[config.mk]
export PLATFORM = sky130hd
export DESIGN_NAME = fwd_hazard_ctrl
export DESIGN_NICKNAME = d
export VERILOG_FILES = /design/src/rtl/pipe_pkg.sv /design/src/rtl/fwd_sel_unit.sv /design/src/rtl/fwd_hazard_ctrl.sv
export SDC_FILE = /design/constraint.sdc
export NUM_CORES = 1
export LEC_CHECK = 0
export CAP_MARGIN = 20
export CORE_MARGIN = 2
export CORE_UTILIZATION = 50
export CTS_CLUSTER_SIZE = 20
export DETAILED_ROUTE_END_ITERATION = 6
export HOLD_SLACK_MARGIN = 0.06
export PLACE_DENSITY_LB_ADDON = 0.15
export SYNTH_ARGS = -nofsm -noshare
export SYNTH_HDL_FRONTEND = slang
export SYNTH_HIERARCHICAL = 1
export SYNTH_SLANG_ARGS = --single-unit
export TNS_END_PERCENT = 20
[constraint.sdc]
create_clock -name clk -period 2.5 [get_ports clk]
set_input_delay 0.375 -clock clk [delete_from_list [all_inputs] [get_ports clk]]
set_output_delay 0.375 -clock clk [all_outputs]
set_load 0.03 [all_outputs]
[src/rtl/pipe_pkg.sv]
// Shared definitions for the LEGv8 pipeline control blocks: register index
// geometry and the encoding of the ALU-operand forwarding mux selects.
package pipe_pkg;

    localparam int REG_ADDR_W = 5;
    localparam int ZERO_REG   = 31;

    // Operand mux select encoding; 2'd3 is never driven.
    localparam logic [1:0] FWD_RF    = 2'd0;
    localparam logic [1:0] FWD_MEMWB = 2'd1;
    localparam logic [1:0] FWD_EXMEM = 2'd2;

endpackage

[src/rtl/fwd_sel_unit.sv]
// Forwarding select for one ALU operand. Compares the EX source register
// against the producers sitting in MEM and WB; the younger (MEM) producer wins.
// Purely combinational from registered pipeline state.
module fwd_sel_unit #(
    parameter int REG_ADDR_W = pipe_pkg::REG_ADDR_W,
    parameter int ZERO_REG   = pipe_pkg::ZERO_REG
) (
    input  logic                  ex_valid,
    input  logic                  ex_use,
    input  logic [REG_ADDR_W-1:0] ex_src,
    input  logic                  mem_valid,
    input  logic                  mem_reg_write,
    input  logic [REG_ADDR_W-1:0] mem_rd,
    input  logic                  wb_valid,
    input  logic                  wb_reg_write,
    input  logic [REG_ADDR_W-1:0] wb_rd,
    output logic [1:0]            sel
);
    import pipe_pkg::*;

    localparam logic [REG_ADDR_W-1:0] ZERO_IDX = REG_ADDR_W'(ZERO_REG);

    logic mem_hit;
    logic wb_hit;

    // A producer matches only if it really writes a non-XZR register.
    assign mem_hit = mem_valid && mem_reg_write && (mem_rd != ZERO_IDX) && (mem_rd == ex_src);
    assign wb_hit  = wb_valid  && wb_reg_write  && (wb_rd  != ZERO_IDX) && (wb_rd  == ex_src);

    // Priority select: EX/MEM result before MEM/WB result before register file.
    always_comb begin
        sel = FWD_RF;
        if (ex_valid && ex_use) begin
            if (mem_hit) begin
                sel = FWD_EXMEM;
            end else if (wb_hit) begin
                sel = FWD_MEMWB;
            end
        end
    end

endmodule

[src/rtl/fwd_hazard_ctrl.sv]
// Forwarding and load-use hazard controller for the 5-stage LEGv8 pipeline.
// Holds a shadow copy of the EX/MEM/WB control fields that advances in
// lockstep with the datapath. The only "handshake" is stall: when high, the
// pipeline front end must hold PC and IF/ID so the same ID instruction is
// presented again next cycle, while a bubble enters EX. flush overrides stall
// and drops the ID instruction instead.
module fwd_hazard_ctrl #(
    parameter int REG_ADDR_W = pipe_pkg::REG_ADDR_W,
    parameter int ZERO_REG   = pipe_pkg::ZERO_REG,
    parameter int CNT_W      = 32
) (
    input  logic                  clk,
    input  logic                  rst_n,
    input  logic                  id_valid,
    input  logic [REG_ADDR_W-1:0] id_rn,
    input  logic [REG_ADDR_W-1:0] id_rm,
    input  logic                  id_use_rn,
    input  logic                  id_use_rm,
    input  logic [REG_ADDR_W-1:0] id_rd,
    input  logic                  id_reg_write,
    input  logic                  id_mem_read,
    input  logic                  flush,
    output logic [1:0]            fwd_a_sel,
    output logic [1:0]            fwd_b_sel,
    output logic                  stall,
    output logic                  ex_valid,
    output logic [CNT_W-1:0]      stall_count
);
    import pipe_pkg::*;

    localparam logic [REG_ADDR_W-1:0] ZERO_IDX = REG_ADDR_W'(ZERO_REG);

    logic [REG_ADDR_W-1:0] ex_rn;
    logic [REG_ADDR_W-1:0] ex_rm;
    logic                  ex_use_rn;
    logic                  ex_use_rm;
    logic [REG_ADDR_W-1:0] ex_rd;
    logic                  ex_reg_write;
    logic                  ex_mem_read;

    logic                  mem_valid;
    logic [REG_ADDR_W-1:0] mem_rd;
    logic                  mem_reg_write;

    logic                  wb_valid;
    logic [REG_ADDR_W-1:0] wb_rd;
    logic                  wb_reg_write;

    logic                  load_use;

    // A load in EX whose destination is read by the ID instruction cannot be
    // forwarded in time; one bubble moves the load to MEM so the consumer
    // later picks the value up from WB.
    assign load_use = id_valid && ex_valid && ex_mem_read && ex_reg_write &&
                      (ex_rd != ZERO_IDX) &&
                      ((id_use_rn && (id_rn == ex_rd)) || (id_use_rm && (id_rm == ex_rd)));
    assign stall    = !flush && load_use;

    // Shadow pipeline: MEM and WB always advance; EX takes ID, a bubble, or a flush.
    always_ff @(posedge clk or negedge rst_n) begin
        if (!rst_n) begin
            ex_valid      <= 1'b0;
            ex_rn         <= '0;
            ex_rm         <= '0;
            ex_use_rn     <= 1'b0;
            ex_use_rm     <= 1'b0;
            ex_rd         <= '0;
            ex_reg_write  <= 1'b0;
            ex_mem_read   <= 1'b0;
            mem_valid     <= 1'b0;
            mem_rd        <= '0;
            mem_reg_write <= 1'b0;
            wb_valid      <= 1'b0;
            wb_rd         <= '0;
            wb_reg_write  <= 1'b0;
        end else begin
            wb_valid      <= mem_valid;
            wb_rd         <= mem_rd;
            wb_reg_write  <= mem_reg_write;
            mem_valid     <= ex_valid;
            mem_rd        <= ex_rd;
            mem_reg_write <= ex_reg_write;
            if (flush || stall) begin
                ex_valid <= 1'b0;
            end else begin
                ex_valid     <= id_valid;
                ex_rn        <= id_rn;
                ex_rm        <= id_rm;
                ex_use_rn    <= id_use_rn;
                ex_use_rm    <= id_use_rm;
                ex_rd        <= id_rd;
                ex_reg_write <= id_reg_write;
                ex_mem_read  <= id_mem_read;
            end
        end
    end

    // Saturating count of cycles spent stalled.
    always_ff @(posedge clk or negedge rst_n) begin
        if (!rst_n) begin
            stall_count <= '0;
        end else if (stall && (stall_count != {CNT_W{1'b1}})) begin
            stall_count <= stall_count + CNT_W'(1);
        end
    end

    fwd_sel_unit #(
        .REG_ADDR_W (REG_ADDR_W),
        .ZERO_REG   (ZERO_REG)
    ) u_sel_a (
        .ex_valid      (ex_valid),
        .ex_use        (ex_use_rn),
        .ex_src        (ex_rn),
        .mem_valid     (mem_valid),
        .mem_reg_write (mem_reg_write),
        .mem_rd        (mem_rd),
        .wb_valid      (wb_valid),
        .wb_reg_write  (wb_reg_write),
        .wb_rd         (wb_rd),
        .sel           (fwd_a_sel)
    );

    fwd_sel_unit #(
        .REG_ADDR_W (REG_ADDR_W),
        .ZERO_REG   (ZERO_REG)
    ) u_sel_b (
        .ex_valid      (ex_valid),
        .ex_use        (ex_use_rm),
        .ex_src        (ex_rm),
        .mem_valid     (mem_valid),
        .mem_reg_write (mem_reg_write),
        .mem_rd        (mem_rd),
        .wb_valid      (wb_valid),
        .wb_reg_write  (wb_reg_write),
        .wb_rd         (wb_rd),
        .sel           (fwd_b_sel)
    );

endmodule
== After elaboration in Yosys (flattened, before gate mapping) ==
Cells that the tools add are included.

* Flip-flop bits (word level): 66
* Input bits: 23
* Output and inout bits: 38
* Word-level logic and storage cells: 55

* Add/sub/neg operators: 1
* Eq/ne operators: 10
* Multiplexer cells: 7
* Reduce and logical (&&, ||, !) cells: 22

{| class="wikitable"
|+ Operator list
! cell !! count
|-
| $add 32x1->32 const B || 1
|-
| $ne 32x32->1 const B || 1
|-
| $eq 5x5->1 || 6
|-
| $logic_and 1x1->1 || 19
|-
| $ne 5x5->1 const B || 3
|-
| $mux 2 || 4
|-
| $mux 1 || 3
|-
| $logic_or 1x1->1 || 2
|-
| $logic_not 1->1 || 1
|}

== Longest topological paths before layout ==
Gate-level depths: netlist (run 1).

* Depth in word-level cells: 8
* Gate-level depth with buffers: 7
* Mapped depth without buffers: 7

== By module ==
The synthesis (run 1) kept the hierarchy.

{| class="wikitable"
|+ Modules (own cells, without submodules)
! module !! times used !! cells each !! area each (um2) !! sequential area each (um2)
|-
| fwd_hazard_ctrl || 1 || 226 || 2,837.7 || 1,651.6
|-
| fwd_sel_unit || 2 || 22 || 165.2 || 0.0
|}

== Worst setup path before layout (run 1) ==
No wires, ideal clock.

* Kind: register to register
* Start: register stall_count[0]
* End: register stall_count[16]
* Setup time: 0.134 ns
* Data arrival time: 2.047 ns
* Required time: 2.366 ns
* Setup slack: 0.318 ns
* Stages on the path, launching flop included: 8
* Buffers on the path: 0
* Clock period less this slack: 2.182 ns
* Cells stage by stage: dfrtp_1 > ha_1 > nand3_1 > or2_2 > nor3_1 > nand3_1 > nand2b_1 > xnor2_1

* Longest elaborated chain between the ends: 2
* Elaborated cells between the ends (all ways): 3
* Classes of those cells: 1 x add/sub; 1 x eq/ne; 1 x reduce/logical

{| class="wikitable"
|+ RTL lines
! item !! line !! RTL
|-
| from (decl) || fwd_hazard_ctrl.sv:27 || <nowiki>output logic [CNT_W-1:0] stall_count</nowiki>
|-
| from (signal assigned) || fwd_hazard_ctrl.sv:103 || <nowiki>stall_count <= stall_count + CNT_W'(1);</nowiki>
|-
| parallel branches: the longest is 2 deep, another holds $add 32x1->32 || -- ||
|}

Several ways; the timed one is not identified.
A chain may end at the register's enable or synchronous reset.

== Final worst setup path (run 1) ==
* Start: input port id_rn[4]
* End: output port stall

* Longest elaborated chain between the ends: 5

{| class="wikitable"
|+ RTL lines
! item !! line !! RTL
|-
| from (decl) || fwd_hazard_ctrl.sv:15 || <nowiki>input logic [REG_ADDR_W-1:0] id_rn,</nowiki>
|-
| $eq 5x5->1 || fwd_hazard_ctrl.sv:56 || <nowiki>((id_use_rn && (id_rn == ex_rd)) || (id_use_rm && (id_rm == ex_rd)));</nowiki>
|-
| $logic_and 1x1->1 || fwd_hazard_ctrl.sv:56 ||
|-
| $logic_or 1x1->1 || fwd_hazard_ctrl.sv:56 ||
|-
| $logic_and 1x1->1 || fwd_hazard_ctrl.sv:55 || <nowiki>(ex_rd != ZERO_IDX) &&</nowiki>
|-
| $logic_and 1x1->1 || fwd_hazard_ctrl.sv:57 || <nowiki>assign stall = !flush && load_use;</nowiki>
|-
| to (decl) || fwd_hazard_ctrl.sv:25 || <nowiki>output logic stall,</nowiki>
|}

Every way passes these cells.

==> impl_metrics.json, run 1 <==
{
  "antenna_found_initial": 0,
  "tightest_slew_ps": 827,
  "cp-end-kind": "primary output",
  "antenna_left": 0,
  "final_core_util_pct": 65.9,
  "r2r_cells": 8,
  "synth_seq_cells": 66,
  "fin_crit_sh_pct": 96.8,
  "synth.area.top_cells": "dfrtp_1, xnor2_1, mux2_2, xor2_1, nand4_1",
  "die_y_um": 83.6,
  "layoutNonFillerInstCount": 429,
  "p_leak_nw": 1.73,
  "root_buffer": "clkbuf_8",
  "vias": 2307,
  "drive_above_1_share_pct": 19.0,
  "placementRows": 29,
  "ys_types": 37,
  "status": "finished clean",
  "die_w_um": 83.6,
  "r2r_slack_ps": 380,
  "timing.final.crit_period_ps": 2420,
  "clock_latency_ps": 340,
  "cp_max_fo": 2,
  "clk_pin_slew_ps": 70,
  "critPathArrivalTime_ps": 2050,
  "cts_inserted_buffers": 9,
  "portBuffers": 60,
  "cp-start-kind": "input pin",
  "cap_violations": 0,
  "htree_levels": 3,
  "wirelength_um": 6750,
  "syn_avg_cell_area_um2": 11.7,
  "timing.fmax_ghz": 0.413,
  "tritoncts": "built",
  "synth_nets": 294,
  "dp.cells": 414,
  "drc_errors": 0,
  "holdWs_ps": 215,
  "grt_pass1_vias": 2398,
  "drt-vias-per-instance": 5.38,
  "grt_pass1_wl_um": 11400,
  "yosysMostFrequentCell": "dfrtp_1",
  "cts_sinks": 66,
  "dp_hpwl_um": 4800,
  "wl_per_cell_um": 15.7,
  "syn_inst": 270,
  "crit_type": "input pin to primary output",
  "r2r_end": "stall_count[16]",
  "start_util_pct": 50.8,
  "worstPathRequired_ps": 2120,
  "setup_viol": 0,
  "min_path_type": "input pin to async pin",
  "r2r_start": "stall_count[0]",
  "grt_usage_pct": 20.8,
  "drt-initial-drc-count": 119,
  "ir_worst_vdd_mv": 0.349,
  "hold_buffers": 0,
  "nNetsFinal": 372,
  "syn_area_um2": 3170,
  "slew_viol_final": 0,
  "relSlewSlack_pct": 44.9,
  "nFillCells": 507,
  "n_antenna_cell": 0,
  "synth_flop_cell": "dfrtp_1",
  "async_reset_ff_share_pct": 100,
  "first_pass_iters": 4,
  "die_area_um2": 6990,
  "yosysTopAreaCellShare_pct": 52.1,
  "yosysTopAreaCell": "dfrtp_1",
  "io_pins": 61,
  "clockBufferDepth": 2,
  "power_per_cell_area_nw_per_um2": 542,
  "grt_max_degree": 67,
  "synthTopCellsByCount": "dfrtp_1, xnor2_1, mux2_2",
  "syn_to_final_growth_pct": 29.9,
  "yosysWarnings": 6,
  "finClkSkew_ps": 7.35,
  "rsz0062_at_grt": "true",
  "synth_edf_count": 0,
  "hold_viol": 0,
  "gp_congestion": 0.795,
  "ys_seq_area_share_pct": 52.1,
  "grt_overflow": 0,
  "core_um2": 6240
}
state kept, by name (all words and copies together), names as in the netlist, 5 cells and up:
register	flops
mem_rd	5
ex_rm	5
ex_rn	5
stall_count	32
ex_rd	5
wb_rd	5
per-stage QoR:
stage               cell area, um2  TNS [ps]  setup slack (ps)  total power, mW
floorplan                     3170         0               318             1.33
global placement              3930         0              81.3             1.43
detailed placement            3930         0              33.7             1.44
CTS                           4100         0              4.27             2.25
global route                  4110     -49.7             -49.7             2.34
finish                        4110         0              79.2             2.23
routing by layer:
metal  GRT usage (%)  wire length, um  vias to the layer above
met4            7.62               96                        0
li1                -                -                     1111
met3            5.74              223                        8
met2            34.9             3380                       41
met1            25.6             3050                     1147
met5               0                0                        -
worst max-delay path: stages:
cell	delay [ps]
clkdlybuf4s50_1	520
xnor2_1	140
nand4_1	140
o22a_1	250
or3_1	390
inv_1	80
buf_4	150
report_power, final:
group | switching, mW | leakage [nW] | total, mW | internal, mW
Clock | 0.406 | 0.0834 | 0.812 | 0.406
Sequential | 0.0693 | 0.832 | 1.19 | 1.12
Combinational | 0.0976 | 0.815 | 0.228 | 0.130
Total | 0.573 | 1.73 | 2.23 | 1.66
logic make-up (layout without fill, tap and decap cells):
| kind of cell | Yosys count | count (layout) | synth area share (%) |
|---|---|---|---|
| AND/OR/NAND/NOR | 109 | 109 | 20.9 |
| multiplexers | 21 | 21 | 7.43 |
| buffers and inverters | 7 | 89 | 0.908 |
| flip-flops | 66 | 66 | 52.1 |
| XOR/XNOR | 56 | 56 | 15.5 |
| AO/OA/AOI/OAI | 10 | 10 | 2.73 |
| adder cells (fa/ha/maj) | 1 | 1 | 0.395 |
how the worst max path moves through the flow:
| stage | start | end | depth (start not counted) |
|---|---|---|---|
| 6_report | id_rn[4] | stall | 7 |
| 5_1_grt | ex_rd[1] | stall | 6 |
| 4_1_cts | ex_rn[4] | fwd_a_sel[0] | 5 |
| 3_5_place_dp | id_rn[1] | stall_count[30] | 7 |
| 3_3_place_gp | id_rn[4] | stall_count[30] | 7 |
| 2_1_floorplan | stall_count[0] | stall_count[16] | 7 |
layout make-up:
type / count / area, um2 / share of cell area (%)
clock buffers: 11 / 151 / 3.68
clock inverters: 4 / 27.5 / 0.669
inverters: 5 / 18.8 / 0.456
multi-input cells: 197 / 1500 / 36.3
flip-flops and latches: 66 / 1650 / 40.2
well taps: 77 / 96.3 / 2.34
repair buffers: 69 / 672 / 16.3
cell usage in the layout, fill, tap and decap left out, types with 4 or more instances in the layout:
cell type        synthesis  final
buf_4                    0      9
nor2_1                  18     18
and2_1                   4      4
xnor2_1                 38     37
mux2_2                  20     20
nand3_1                 17     17
xor2_1                  18     18
inv_1                    5      5
nand4_1                 14     14
dfrtp_1                 66     65
nand2_1                 16     16
and3_1                   5      5
clkbuf_8                 0     11
clkdlybuf4s50_1          0     54
nor3_1                   8      8
nor3_2                   5      5
repair_timing:
item / in CTS / in global routing
resized for setup: 3 / 3
setup buffers: 0 / 0
setup endpoints to repair: 3 / 2
Power figures use the tool's default switching activity.
==> inputs of run 2 (changes only) <==
ABC_AREA = 1   (was unset)
==> run 2 against run 1 <==
Non-clock buffer count down 2; synthesized cell count up 120%; setup slack better by 300 ps; fmax up 14%; largest power group unchanged; wire length up 55%; die area up 26%; register-to-register slack better by 220 ps; clock power up 28%; area after synthesis up 27%.
==> impl_metrics.json, run 2 <==
{
  "grt_usage_pct": 25.3,
  "cts_sinks": 66,
  "clk_pin_slew_ps": 80,
  "setup_viol": 0,
  "wl_per_cell_um": 13.7,
  "final_common_cell": "nand2_1",
  "grt_overflow": 0,
  "die_y_um": 93.7,
  "cts_inserted_buffers": 9,
  "portBuffers": 60,
  "clock_latency_ps": 360,
  "cp-start-kind": "flop",
  "synth_nets": 616,
  "gp_congestion": 0.913,
  "rsz0062_at_grt": "false",
  "seq_area_um2": 1650,
  "largest_register_ffs": 32,
  "dp_hpwl_um": 7770,
  "cp-end-kind": "primary output",
  "power_per_cell_area_nw_per_um2": 496,
  "p_leak_nw": 2.53,
  "fin_crit_sh_pct": 84.9,
  "yosysWarnings": 6,
  "core_um2": 7770,
  "yosysTopAreaCellShare_pct": 41.1,
  "syn_to_final_growth_pct": 23.7,
  "async_reset_ff_share_pct": 100,
  "min_path_type": "flop to flop",
  "io_pins": 61,
  "drc_errors": 0,
  "vias": 3875,
  "setup_tns_ps": 0,
  "root_buffer": "clkbuf_8",
  "power_mw": 2.47,
  "grt_pass1_wl_um": 17200,
  "crit_chain": "inv_1, nand2_1, nand2_1, nor2_1, nand3_1, nand2_1, nand3_2, inv_1, buf_4",
  "cp_max_fo": 6,
  "n_antenna_cell": 0,
  "synthTopCellsByCount": "nand2_1, dfrtp_1, nor2_1",
  "antenna_found_initial": 0,
  "grt_max_degree": 67,
  "timing.final.crit_period_ps": 2120,
  "worstPathRequired_ps": 2120,
  "final_core_util_pct": 64.0,
  "relSlewSlack_pct": 70.1,
  "drt-initial-drc-count": 78,
  "synth_flop_cell": "dfrtp_1",
  "die_w_um": 93.7,
  "tightest_slew_ps": 445,
  "syn_avg_cell_area_um2": 6.79,
  "clockBufferDepth": 2,
  "wirelength_um": 10500,
  "ir_worst_vdd_mv": 0.236,
  "synth.area.top_cells": "dfrtp_1, nand2_1, nor2_1, inv_1, xor2_1",
  "status": "finished clean",
  "ys_types": 26,
  "yosysTopAreaCell": "dfrtp_1",
  "synth_edf_count": 0,
  "start_util_pct": 51.8,
  "yosysMostFrequentCell": "nand2_1",
  "syn_inst": 592,
  "hold_viol": 0,
  "first_pass_iters": 4,
  "layout_common_cells": "nand2_1, dfrtp_1, nor2_1, inv_1, clkdlybuf4s50_1",
  "htree_levels": 3,
  "antenna_left": 0,
  "crit_type": "flop to primary output",
  "multi_input_area_um2": 2050,
  "tritoncts": "built",
  "drt-vias-per-instance": 5.05,
  "max_flop_register": "stall_count",
  "critical_path.most_common_cell": "nand2_1",
  "nFillCells": 747,
  "syn_area_um2": 4020,
  "grt_pass1_vias": 3740,
  "finClkSkew_ps": 10.0,
  "drive_above_1_share_pct": 8.87,
  "placementRows": 32,
  "cap_violations": 0,
  "synth_seq_cells": 66,
  "die_area_um2": 8780,
  "nNetsFinal": 684,
  "slew_viol_final": 0,
  "timing.fmax_ghz": 0.471,
  "cp_slowest_cell": "dfrtp_1",
  "slowest_delay_ps": 460,
  "critPathArrivalTime_ps": 1750,
  "ys_seq_area_share_pct": 41.1
}
==> run 2: final cells by class <==
| cell class | instances | share of cell area, % |
|---|---|---|
| multi-input combinational | 454 | 41.2 |
| sequential | 66 | 33.2 |
| inverter | 62 | 4.68 |
| clock inverter | 6 | 1.81 |
| tap | 102 | 2.57 |
| clock buffer | 10 | 2.77 |
| timing repair buffer | 67 | 13.7 |
==> run 2: logic make-up after synthesis <==
family,share of synthesized area (%)
flip-flops,41.1
AO/OA/AOI/OAI,1.80
buffers and inverters,7.93
AND/OR/NAND/NOR,44.3
XOR/XNOR,4.57
adder cells (fa/ha/maj),0.311
==> run 2: report_power, final <==
| group | leakage, nW | internal (mW) | switching (mW) | total, mW |
|---|---|---|---|---|
| logic | 1.56 | 0.100 | 0.145 | 0.246 |
| clock network | 0.112 | 0.590 | 0.454 | 1.04 |
| registers | 0.863 | 1.11 | 0.0610 | 1.18 |
==> run 2: routing by layer <==
metal	track usage [%]	part of all wire, %	vias to the layer above
met5	0	0	-
met4	11.8	3.2	0
met3	4.57	3.7	24
met2	45.8	52	94
met1	28.8	41	1816
li1	-	-	1941
==> run 2: timing repair <==
action	in CTS	in global routing
setup endpoints to repair	0	4
gates resized for setup	0	4
hold endpoints to repair	66	0
setup buffers	0	0
hold buffers	1	0
==> run 2: per-stage QoR <==
step                      worst slack, ps  std cells  hold WS, ps  area [um2]
final                                 379        767          392        4970
after global routing                  239        767          419        4970
after CTS                            28.1        767          393        4960
after detailed placement              309        750          387        4730
after global placement                387        750          381        4730
after floorplan                       643        592         79.4        4020
==> run 2: worst max-delay path, delay by kind of cell, from the launching register on <==
kind | cells | cell delay, ps
buf+inv | 3 | 330
flops | 1 | 460
simple gates | 6 | 600
==> run 2: worst paths after layout <==
path	startpoint	endpoint	slack [ps]	cells past startpoint
worst max register to register	stall_count[1]	stall_count[11]	600	10
worst max-delay path	ex_rd[4]	stall	380	9
max in group asynchronous	rst_n	ex_rm[2]	1640	3
worst min-delay path	mem_rd[4]	wb_rd[4]	390	0
worst min register to register	mem_rd[4]	wb_rd[4]	390	0
min in group asynchronous	rst_n	stall_count[1]	540	3
==> inputs of run 3 (changes only) <==
CORE_UTILIZATION = 49   (was 50)
clock period = 1.8 ns   (was 2.5 ns; I/O delays follow)
==> run 3 against run 2 <==
Register-to-register slack lost 530 ps; combinational power grew 50%; cell area grew 8.4%; utilization grew 2.6 points; via count grew 3.5%; cell count grew 5.2%; non-clock buffer count grew 37; flip-flop and latch count is the same; hold slack gained 10 ps; critical path depth shrank 2; global-route usage grew 0.18 points; sequential power grew 39%; highest routed layer unchanged.
==> impl_metrics.json, run 3 (synthesized netlist as in run 2, its figures left out) <==
{
  "io_pins": 61,
  "p_leak_nw": 2.95,
  "wl_met3_um": 726,
  "timing.fmax_ghz": 0.558,
  "cap_violations": 0,
  "dp.cells": 782,
  "postLayoutCellArea_um2": 5390,
  "final_core_util_pct": 66.7,
  "final_common_cell": "nand2_1",
  "routed.top_layer": "met4",
  "n_antenna_cell": 0,
  "vias": 4009,
  "drt-vias-per-instance": 4.97,
  "gp_congestion": 0.896,
  "setup_viol": 0,
  "wl_per_cell_um": 13.5,
  "hold_viol": 0,
  "wl_met1_um": 5370,
  "wl_met2_um": 4680,
  "cp_slowest_cell": "dfrtp_2",
  "grt_pass1_vias": 3690,
  "setup_tns_ps": 0,
  "drt-initial-drc-count": 225,
  "htree_levels": 3,
  "slew_viol_final": 0,
  "grt_overflow": 0,
  "placedInstanceArea_um2": 4970,
  "clk_pin_slew_ps": 80,
  "die_w_um": 94.6,
  "crit_family": "simple AND/OR/NAND/NOR gates",
  "critical_path.most_common_cell": "nor2_1",
  "first_pass_iters": 5,
  "antenna_left": 0,
  "crit_chain": "nand2_1, nor2_1, nor2_1, nor2_2, nor2_2, nor2_1, buf_4",
  "layoutNonFillerInstCount": 807,
  "die_y_um": 94.6,
  "cp-start-kind": "flop",
  "slowest_delay_ps": 440,
  "timing.final.crit_period_ps": 1790,
  "finClkSkew_ps": 9.67,
  "core_um2": 8090,
  "drive_above_1_share_pct": 18.7,
  "die_area_um2": 8950,
  "root_buffer": "clkbuf_8",
  "power_per_cell_area_nw_per_um2": 665,
  "dp_hpwl_um": 8060,
  "start_util_pct": 49.7,
  "ir_worst_vdd_mv": 0.469,
  "syn_to_final_growth_pct": 34.1,
  "wirelength_um": 10900,
  "largest_register_ffs": 32,
  "tightest_slew_ps": 569,
  "grt_pass1_wl_um": 17700,
  "tritoncts": "built",
  "clockBufferDepth": 2,
  "crit_type": "flop to primary output",
  "antenna_found_initial": 0,
  "fin_crit_sh_pct": 99.5,
  "nNetsFinal": 721,
  "status": "finished clean",
  "cp_max_fo": 7,
  "portBuffers": 60,
  "min_path_type": "flop to flop",
  "placementRows": 33,
  "drc_errors": 0,
  "cts_sinks": 66,
  "max_flop_register": "stall_count",
  "critPathArrivalTime_ps": 1520,
  "clock_latency_ps": 350,
  "worst-path-buf-inv": 1,
  "rsz0062_at_grt": "true",
  "cp-end-kind": "primary output",
  "grt_usage_pct": 25.5,
  "grt_max_degree": 45,
  "cts_inserted_buffers": 9,
  "holdWs_ps": 402,
  "relSlewSlack_pct": 62.1,
  "worstPathRequired_ps": 1530,
  "layout_common_cells": "nand2_1, nor2_1, inv_1, dfrtp_1, buf_4"
}
-- run 3: cell types whose count changed in the layout (fill, tap and decap cells not counted), sizes merged --
cell / previous run / this run
buf: 8 / 48
inv: 62 / 64
clkinv: 3 / 1
clkdlybuf4s50: 54 / 31
dlygate4sd2: 0 / 10
bufinv: 2 / 3
dlymetal6s2s: 4 / 13
-- run 3: metal layers --
metal | vias up | track usage, %
met5 | - | 0
met4 | 0 | 6.04
li1 | 2017 | -
met2 | 131 | 36.8
met3 | 14 | 5.19
met1 | 1847 | 39.2
-- run 3: final cells by class --
class                      instances  area [um2]
fill                             697        2700
sequential                        66        1670
clock inverter                     7         124
inverter                          62         233
tap                              105         131
clock buffer                       9         124
multi-input combinational        454        2100
timing repair buffer             104        1010
-- run 3: stage by stage --
step	power, mW	setup slack (ps)
6_report	3.59	9.26
5_1_grt	3.72	-87.0
4_1_cts	3.58	-41.2
3_5_place_dp	2.02	-118
3_3_place_gp	2.00	-84.1
2_1_floorplan	1.84	69.9
-- run 3: report_power, final --
group	switching, mW	internal, mW	leakage (nW)	total [mW]
clock	0.642	0.932	0.120	1.57
combinational	0.205	0.163	1.98	0.368
sequential	0.0905	1.55	0.841	1.64
total	0.938	2.65	2.95	3.59
-- run 3: path summary, 6_finish.rpt --
check,startpoint,endpoint,slack [ps],cells past startpoint
max in group asynchronous,rst_n,mem_rd[0],700,3
worst min register to register,ex_reg_write,mem_reg_write,400,0
worst max register to register,stall_count[0],stall_count[1],70,9
min in group asynchronous,rst_n,stall_count[20],440,2
worst max-delay path,mem_rd[1],fwd_a_sel[0],9,7
worst min-delay path,ex_reg_write,mem_reg_write,400,0
-- run 3: what timing repair did --
item | in CTS | in global routing
setup buffers | 3 | 4
hold endpoints to repair | 22 | 0
cloned | 0 | 1
pin swaps | 5 | 14
setup endpoints to repair | 16 | 54
gates resized for setup | 23 | 33
hold buffers | 1 | 0
-- run 3: worst reg2reg max path, stage by stage (launching register included) --
cell and delay, ps:
dfrtp_2 390, ha_4 160, nand3_4 120, nor2_4 150, nand4_1 120, nor3_2 290
nor2_4 90, clkbuf_16 190, nand2_1 70, nand2_1 50
